### src/rtl/if_stage_cached.sv
// MIPS instruction-fetch stage: PC register, branch redirect, direct-mapped
// one-word-per-line instruction cache with a req/ack refill FSM and IF/ID register.
module if_stage_cached #(
    parameter int unsigned ADDR_W = 32,
    parameter int unsigned INSN_W = 32,
    parameter int unsigned LINES = 16,
    parameter logic [ADDR_W-1:0] RESET_PC = '0
) (
    input  logic              clk,
    input  logic              rstn,
    input  logic              pcsrc,
    input  logic [ADDR_W-1:0] branch_target,
    input  logic              id_stall,
    input  logic              cache_inv,
    output logic              mem_req,
    output logic [ADDR_W-1:0] mem_addr,
    input  logic              mem_ack,
    input  logic [INSN_W-1:0] mem_data,
    output logic              if_valid,
    output logic [INSN_W-1:0] if_insn,
    output logic [ADDR_W-1:0] if_pc,
    output logic [ADDR_W-1:0] if_pc4,
    output logic              busy
);

    localparam int unsigned IDX_W = $clog2(LINES);
    localparam int unsigned TAG_W = ADDR_W - IDX_W - 2;

    typedef enum logic {RUN, MISS} state_t;

    state_t state, next_state;

    logic [ADDR_W-1:0] pc, pc_plus4, target_aligned, pend_target, redirect_pc;
    logic              pend_redirect, inv_pend;
    logic [IDX_W-1:0]  idx, fill_idx;
    logic [TAG_W-1:0]  tag, fill_tag;
    logic              hit;

    logic [LINES-1:0]  valid;
    logic [TAG_W-1:0]  tag_ram  [LINES];
    logic [INSN_W-1:0] data_ram [LINES];

    logic do_redirect, do_issue, do_miss, do_fill, fill_redirect;
    logic latch_pend, latch_inv, flush_if, inv_all;

    assign pc_plus4       = pc + ADDR_W'(4);
    assign target_aligned = branch_target & ~ADDR_W'(3);
    assign redirect_pc    = pcsrc ? target_aligned : pend_target;

    assign idx      = pc[IDX_W+1:2];
    assign tag      = pc[ADDR_W-1:IDX_W+2];
    assign fill_idx = mem_addr[IDX_W+1:2];
    assign fill_tag = mem_addr[ADDR_W-1:IDX_W+2];
    assign hit      = valid[idx] && (tag_ram[idx] == tag);

    assign busy = (state == MISS);

    always_ff @(posedge clk or negedge rstn) begin
        if (!rstn) state <= RUN;
        else       state <= next_state;
    end

    always_comb begin
        next_state = state;
        case (state)
            RUN:     if (!pcsrc && !id_stall && !hit) next_state = MISS;
            MISS:    if (mem_ack) next_state = RUN;
            default: next_state = RUN;
        endcase
    end

    // A redirect or invalidate seen during a refill is deferred to the ack edge,
    // so the outstanding request is always completed and its line written.
    always_comb begin
        do_redirect   = 1'b0;
        do_issue      = 1'b0;
        do_miss       = 1'b0;
        do_fill       = 1'b0;
        fill_redirect = 1'b0;
        latch_pend    = 1'b0;
        latch_inv     = 1'b0;
        flush_if      = 1'b0;
        inv_all       = 1'b0;
        case (state)
            RUN: begin
                inv_all = cache_inv;
                if (pcsrc) begin
                    do_redirect = 1'b1;
                    flush_if    = 1'b1;
                end else if (!id_stall) begin
                    if (hit) begin
                        do_issue = 1'b1;
                    end else begin
                        do_miss  = 1'b1;
                        flush_if = 1'b1;
                    end
                end
            end
            MISS: begin
                flush_if = !id_stall;
                if (mem_ack) begin
                    do_fill       = 1'b1;
                    fill_redirect = pend_redirect || pcsrc;
                    inv_all       = inv_pend || cache_inv;
                end else begin
                    latch_pend = pcsrc;
                    latch_inv  = cache_inv;
                end
            end
            default: ;
        endcase
    end

    always_ff @(posedge clk or negedge rstn) begin
        if (!rstn) begin
            pc            <= RESET_PC;
            pend_target   <= '0;
            pend_redirect <= 1'b0;
            inv_pend      <= 1'b0;
        end else begin
            if (do_redirect)        pc <= target_aligned;
            else if (do_issue)      pc <= pc_plus4;
            else if (fill_redirect) pc <= redirect_pc;

            if (latch_pend) begin
                pend_redirect <= 1'b1;
                pend_target   <= target_aligned;
            end else if (do_fill) begin
                pend_redirect <= 1'b0;
            end

            if (latch_inv)    inv_pend <= 1'b1;
            else if (do_fill) inv_pend <= 1'b0;
        end
    end

    always_ff @(posedge clk or negedge rstn) begin
        if (!rstn) begin
            mem_req  <= 1'b0;
            mem_addr <= '0;
        end else if (do_miss) begin
            mem_req  <= 1'b1;
            mem_addr <= pc;
        end else if (do_fill) begin
            mem_req  <= 1'b0;
        end
    end

    always_ff @(posedge clk or negedge rstn) begin
        if (!rstn) begin
            if_valid <= 1'b0;
            if_insn  <= '0;
            if_pc    <= '0;
            if_pc4   <= '0;
        end else if (do_issue) begin
            if_valid <= 1'b1;
            if_insn  <= data_ram[idx];
            if_pc    <= pc;
            if_pc4   <= pc_plus4;
        end else if (flush_if) begin
            if_valid <= 1'b0;
        end
    end

    // Invalidate takes precedence so a line filled under a pending invalidate stays invalid.
    always_ff @(posedge clk or negedge rstn) begin
        if (!rstn)        valid <= '0;
        else if (inv_all) valid <= '0;
        else if (do_fill) valid[fill_idx] <= 1'b1;
    end

    always_ff @(posedge clk) begin
        if (do_fill) begin
            tag_ram[fill_idx]  <= fill_tag;
            data_ram[fill_idx] <= mem_data;
        end
    end

endmodule

### config.mk
export PLATFORM = sky130hd
export DESIGN_NAME = if_stage_cached
export DESIGN_NICKNAME = d
export VERILOG_FILES = /design/src/rtl/if_stage_cached.sv
export SDC_FILE = /design/constraint.sdc
export NUM_CORES = 1
export LEC_CHECK = 0
export CAP_MARGIN = 20
export CORE_MARGIN = 1
export CORE_UTILIZATION = 31
export DETAILED_ROUTE_END_ITERATION = 6
export DONT_BUFFER_PORTS = 1
export HOLD_SLACK_MARGIN = 0.06
export PLACE_DENSITY = 0.51
export SYNTH_ARGS = -nofsm -noshare
export SYNTH_HDL_FRONTEND = slang
export SYNTH_SLANG_ARGS = --single-unit
### constraint.sdc
create_clock -name clk -period 10.1 [get_ports clk]
set_input_delay 0.505 -clock clk [delete_from_list [all_inputs] [get_ports clk]]
set_output_delay 0.505 -clock clk [all_outputs]
set_load 0.1 [all_outputs]
==> impl_summary.log <==
[metrics] status: finished with violations
[metrics] failing checks: max-slew violations
[metrics] Final Hold Violating Endpoints: 0
[metrics] via density per instance: 5.13
[metrics] die boundary width: 382 µm
[metrics] share of final-layout standard cells stronger than drive strength 1: 27.4%
[metrics] internal reg-to-reg setup slack: 3.79 ns
[metrics] CTS root buffer: clkbuf_16
[metrics] TritonCTS clock tree: built
[metrics] power density over the cells: 238 nW/µm²
[metrics] YS warnings: 0
[metrics] number of enable-type register cells in the synthesized netlist: 928
[metrics] Arr. time, crit path: 6.94 ns
[metrics] worst hold path depth: 3
[metrics] count of input and output buffers: 0
[metrics] setup skew after layout: 0.0392 ns
[metrics] starting utilization of the core area: 31.2%
[metrics] static leakage: 17.5 nW
[metrics] logic depth of the worst path, buffers included: 13
[metrics] FFs w/ async S/R, synth: 17.9%
[metrics] worst ir drop on vdd: 0.159 mV
[metrics] worst-case headroom to the max-slew limit: -1.81%
[metrics] antenna violations before repair: 9
[metrics] number of levels the H-tree was split into: 3
[metrics] main flop type after synthesis: edfxtp_1
[metrics] cells resized by post-CTS repair: 0
[metrics] Worst Reg-to-Reg Cells: 13
[metrics] number of buffers between clock root and the deepest sink: 3
[metrics] cell count after synthesis: 2280
[metrics] post-synthesis area per instance: 19.6 µm²
[metrics] final antenna-violating net count: 0
[metrics] wire length of the first global-routing pass: 172000 µm
[metrics] CP dominant cell by count: buf_12
[metrics] most common cell after layout, fill and taps aside: edfxtp_1
[metrics] area inside the core boundary: 143000 µm²
[metrics] area occupied by multi-input gates: 11200 µm²
[metrics] Internal Pwr Total: 8.68 mW
[metrics] total via count after detailed routing: 22617
[metrics] CP Launch Type: register
[metrics] ordered cell list for the critical path: buf_12 > nor2b_1 > buf_4 > a22o_1 > a2111oi_0 > nor4_1 > nand4_1 > or4b_1 > nor4b_4 > buf_12 > nor2_1 > o31ai_1 > dlygate4sd3_1
[metrics] average wire per standard cell: 27.2 µm
[metrics] share of the yosys chip area belonging to registers: 73.6%
[metrics] Seq pwr share: 48.4%
[metrics] detailed-router iteration count before antenna repair: 5
[metrics] maximum number of pins on one net before global-route repair: 204
[metrics] area grow syn2layout: 15.5%
[metrics] peak fanout along the critical path: 151
[metrics] Sw Ratio: 29.6%
[metrics] sequential cell area in the final layout: 33000 µm²
[metrics] FF+latch count, synth: 1131
[metrics] residual overflow from global routing: 0
[metrics] most used cells in the layout excluding fill and tap cells: 928 x edfxtp_1, 235 x mux4_2, 193 x dfrtp_1, 159 x mux2_2, 115 x clkbuf_16
[metrics] Req. time, crit path: 10.74 ns
[metrics] Finished Core Util: 36.1%
[metrics] worst min-delay path category: in2reg
[metrics] total negative setup slack: 0 ns
[metrics] cts bufs inserted: 113
[metrics] slew at the pin closest to its max-slew limit: 1.53 ns
[metrics] final number of setup-violating endpoints: 0
[metrics] Max Cap Violations: 0
[metrics] fin crit period: 6.31 ns
[metrics] Top-Level Pins: 201
[metrics] Layout fillers: 13256
[metrics] Netlist cell types: 65
[metrics] Final Net Count: 2477
[metrics] clock slew at the register clock pins of the worst setup and hold paths: 0.06 ns
[metrics] total setup buffers inserted after CTS: 0
[metrics] GPL Wtd Cong: 0.796
[metrics] # rows: 139
[metrics] FMAX: 159 MHz
[metrics] overall die area: 146000 µm²
[metrics] worst setup path category: reg2reg
[metrics] combined global-route utilization of all metal layers: 16.3%
[metrics] Crit path largest cell delay: 0.79 ns
[metrics] part of the cycle the worst path needs: 62.5%
[metrics] half-perimeter wire length after detailed placement: 66100 µm
[metrics] share of power burned in the clock network: 33.7%
[metrics] Chip Height: 382 µm
[metrics] CP delay by family, top: simple AND/OR/NAND/NOR gates
[metrics] routed wire length: 120000 µm
[metrics] Net Sw Power: 3.65 mW
[metrics] Worst Setup End Kind: register
[metrics] setup repair after global routing missed its margin: no
[metrics] buffer and inverter count on the worst path: 4
[metrics] DRC: 0
[metrics] drt first-iter violations: 2036
[metrics] final count of pins violating max slew: 19
[metrics] Slowest-stage cell, CP: dfrtp_4
[metrics] sink count of the clock tree: 1131
[metrics] cell area after synthesis: 44800 µm²
[metrics] vias in the first global route: 23511
[metrics] clock latency of the later-clocked register in the worst-skew pair: 0.72 ns
[metrics] part of the total power dissipated in combinational logic: 17.9%
-- synthesized netlist by cell type, types with 5 or more instances --
master       n  share of area [%]
mux2i_1    103                2.3
nor3_1      17               0.19
nand2_1     59               0.49
nand3_1     15               0.17
nand4_1     11               0.15
dfrtp_1    203                 11
a221oi_1     6               0.12
xor2_1       9               0.18
a32oi_1      7               0.14
nor3b_1      5              0.084
nor2b_1      6              0.084
o22ai_1     16               0.22
buf_2       24               0.27
a211oi_1     5              0.084
edfxtp_1   928                 62
buf_6        6               0.15
a22o_1       7               0.14
buf_1       25               0.21
nor4_1       8               0.11
xnor2_1     41               0.80
a21oi_1     52               0.58
buf_4       21               0.35
a21o_1      15               0.25
clkbuf_1    70               0.59
o21ai_0      9               0.10
nand2b_1     5              0.070
o21a_1       7               0.12
mux2_2     159                4.0
mux4_2     235                 12
a22oi_1     27               0.45
inv_1       22               0.18
a2bb2oi_1    6               0.12
nor2_1      90               0.75
a2111oi_0    5              0.098
-- per-layer routing --
layer	GRT usage, %	vias up	share of wire (%)
li1	-	9462	-
met1	22.1	12226	43
met2	26.7	744	48
met3	3.45	175	6.5
met4	4.22	10	2.3
met5	0	-	0.042
-- power by group through the flow --
stage          logic (mW)  clock network (mW)  registers (mW)
4_1_cts              2.24                4.26            5.97
5_1_grt              2.35                4.43            6.00
3_5_place_dp         2.16                   0            6.06
6_report             2.21                4.15            5.97
2_1_floorplan        1.26                   0            6.17
3_3_place_gp         2.14                   0            6.04
-- what timing repair did --
item	in CTS	in global routing
hold buffers	69	0
endpoints found under the hold margin	770	0
setup endpoints to repair	0	0
-- cell families (layout without fill, tap and decap cells) --
logic type	count (synthesis)	count (layout)	synth area share, %
AND/OR/NAND/NOR	235	235	2.45
multiplexers	497	497	18.1
adder cells (fa/ha/maj)	1	1	0.0279
AO/OA/AOI/OAI	197	197	3.09
other	1	7	0.00837
XOR/XNOR	50	50	0.978
flip-flops	1131	1131	73.6
buffers and inverters	168	387	1.75
-- state kept, by name, indices dropped and copies added, names as in the netlist --
register and cells:
data_ram 512, busy 1, if_insn 32, pend_target 30
inv_pend 1, pend_redirect 1, pc 30, mem_addr 30
if_pc 30, mem_req 1, if_valid 1, tag_ram 416
valid 16, if_pc4 30
-- through the flow --
step	std cells	setup slack, ns	hold slack [ns]	power, mW	area, µm²
after global placement	4121	3.68	0.223	8.18	47300
final	4408	3.79	0.124	12.3	51700
after floorplan	2285	3.89	0.209	7.43	44800
after global routing	4407	3.39	0.100	12.8	51700
after detailed placement	4123	3.73	0.222	8.23	47300
after CTS	4405	3.20	0.0605	12.5	51700
-- final timing paths --
check	to	startpoint
hold / removal	pc[27]$_DFFE_PN0P_	branch_target[27]
setup reg to reg	pc[28]$_DFFE_PN0P_	pc[3]$_DFFE_PN0P_
max in group asynchronous	mem_addr[31]$_DFFE_PN0P_	rstn
hold reg to reg	pend_target[27]$_DFFE_PN0P_	pend_target[27]$_DFFE_PN0P_
min in group asynchronous	if_pc[6]$_DFFE_PN0P_	rstn
setup / recovery	pc[28]$_DFFE_PN0P_	pc[3]$_DFFE_PN0P_
-- worst min-delay path, delay by kind of cell --
kind               cells  cell delay (ns)
muxes                  1             0.11
AOI/OAI and AO/OA      2             0.17
-- area by class of cell --
| class | instances | share of cell area, % |
|---|---|---|
| flip-flops and latches | 1131 | 63.7 |
| diodes | 1 | 0.00484 |
| well taps | 1903 | 4.60 |
| clock inverters | 55 | 1.00 |
| inverters | 22 | 0.162 |
| repair buffers | 152 | 2.68 |
| multi-input cells | 986 | 21.6 |
| clock buffers | 158 | 6.18 |
(Power assumes the default switching activity.)
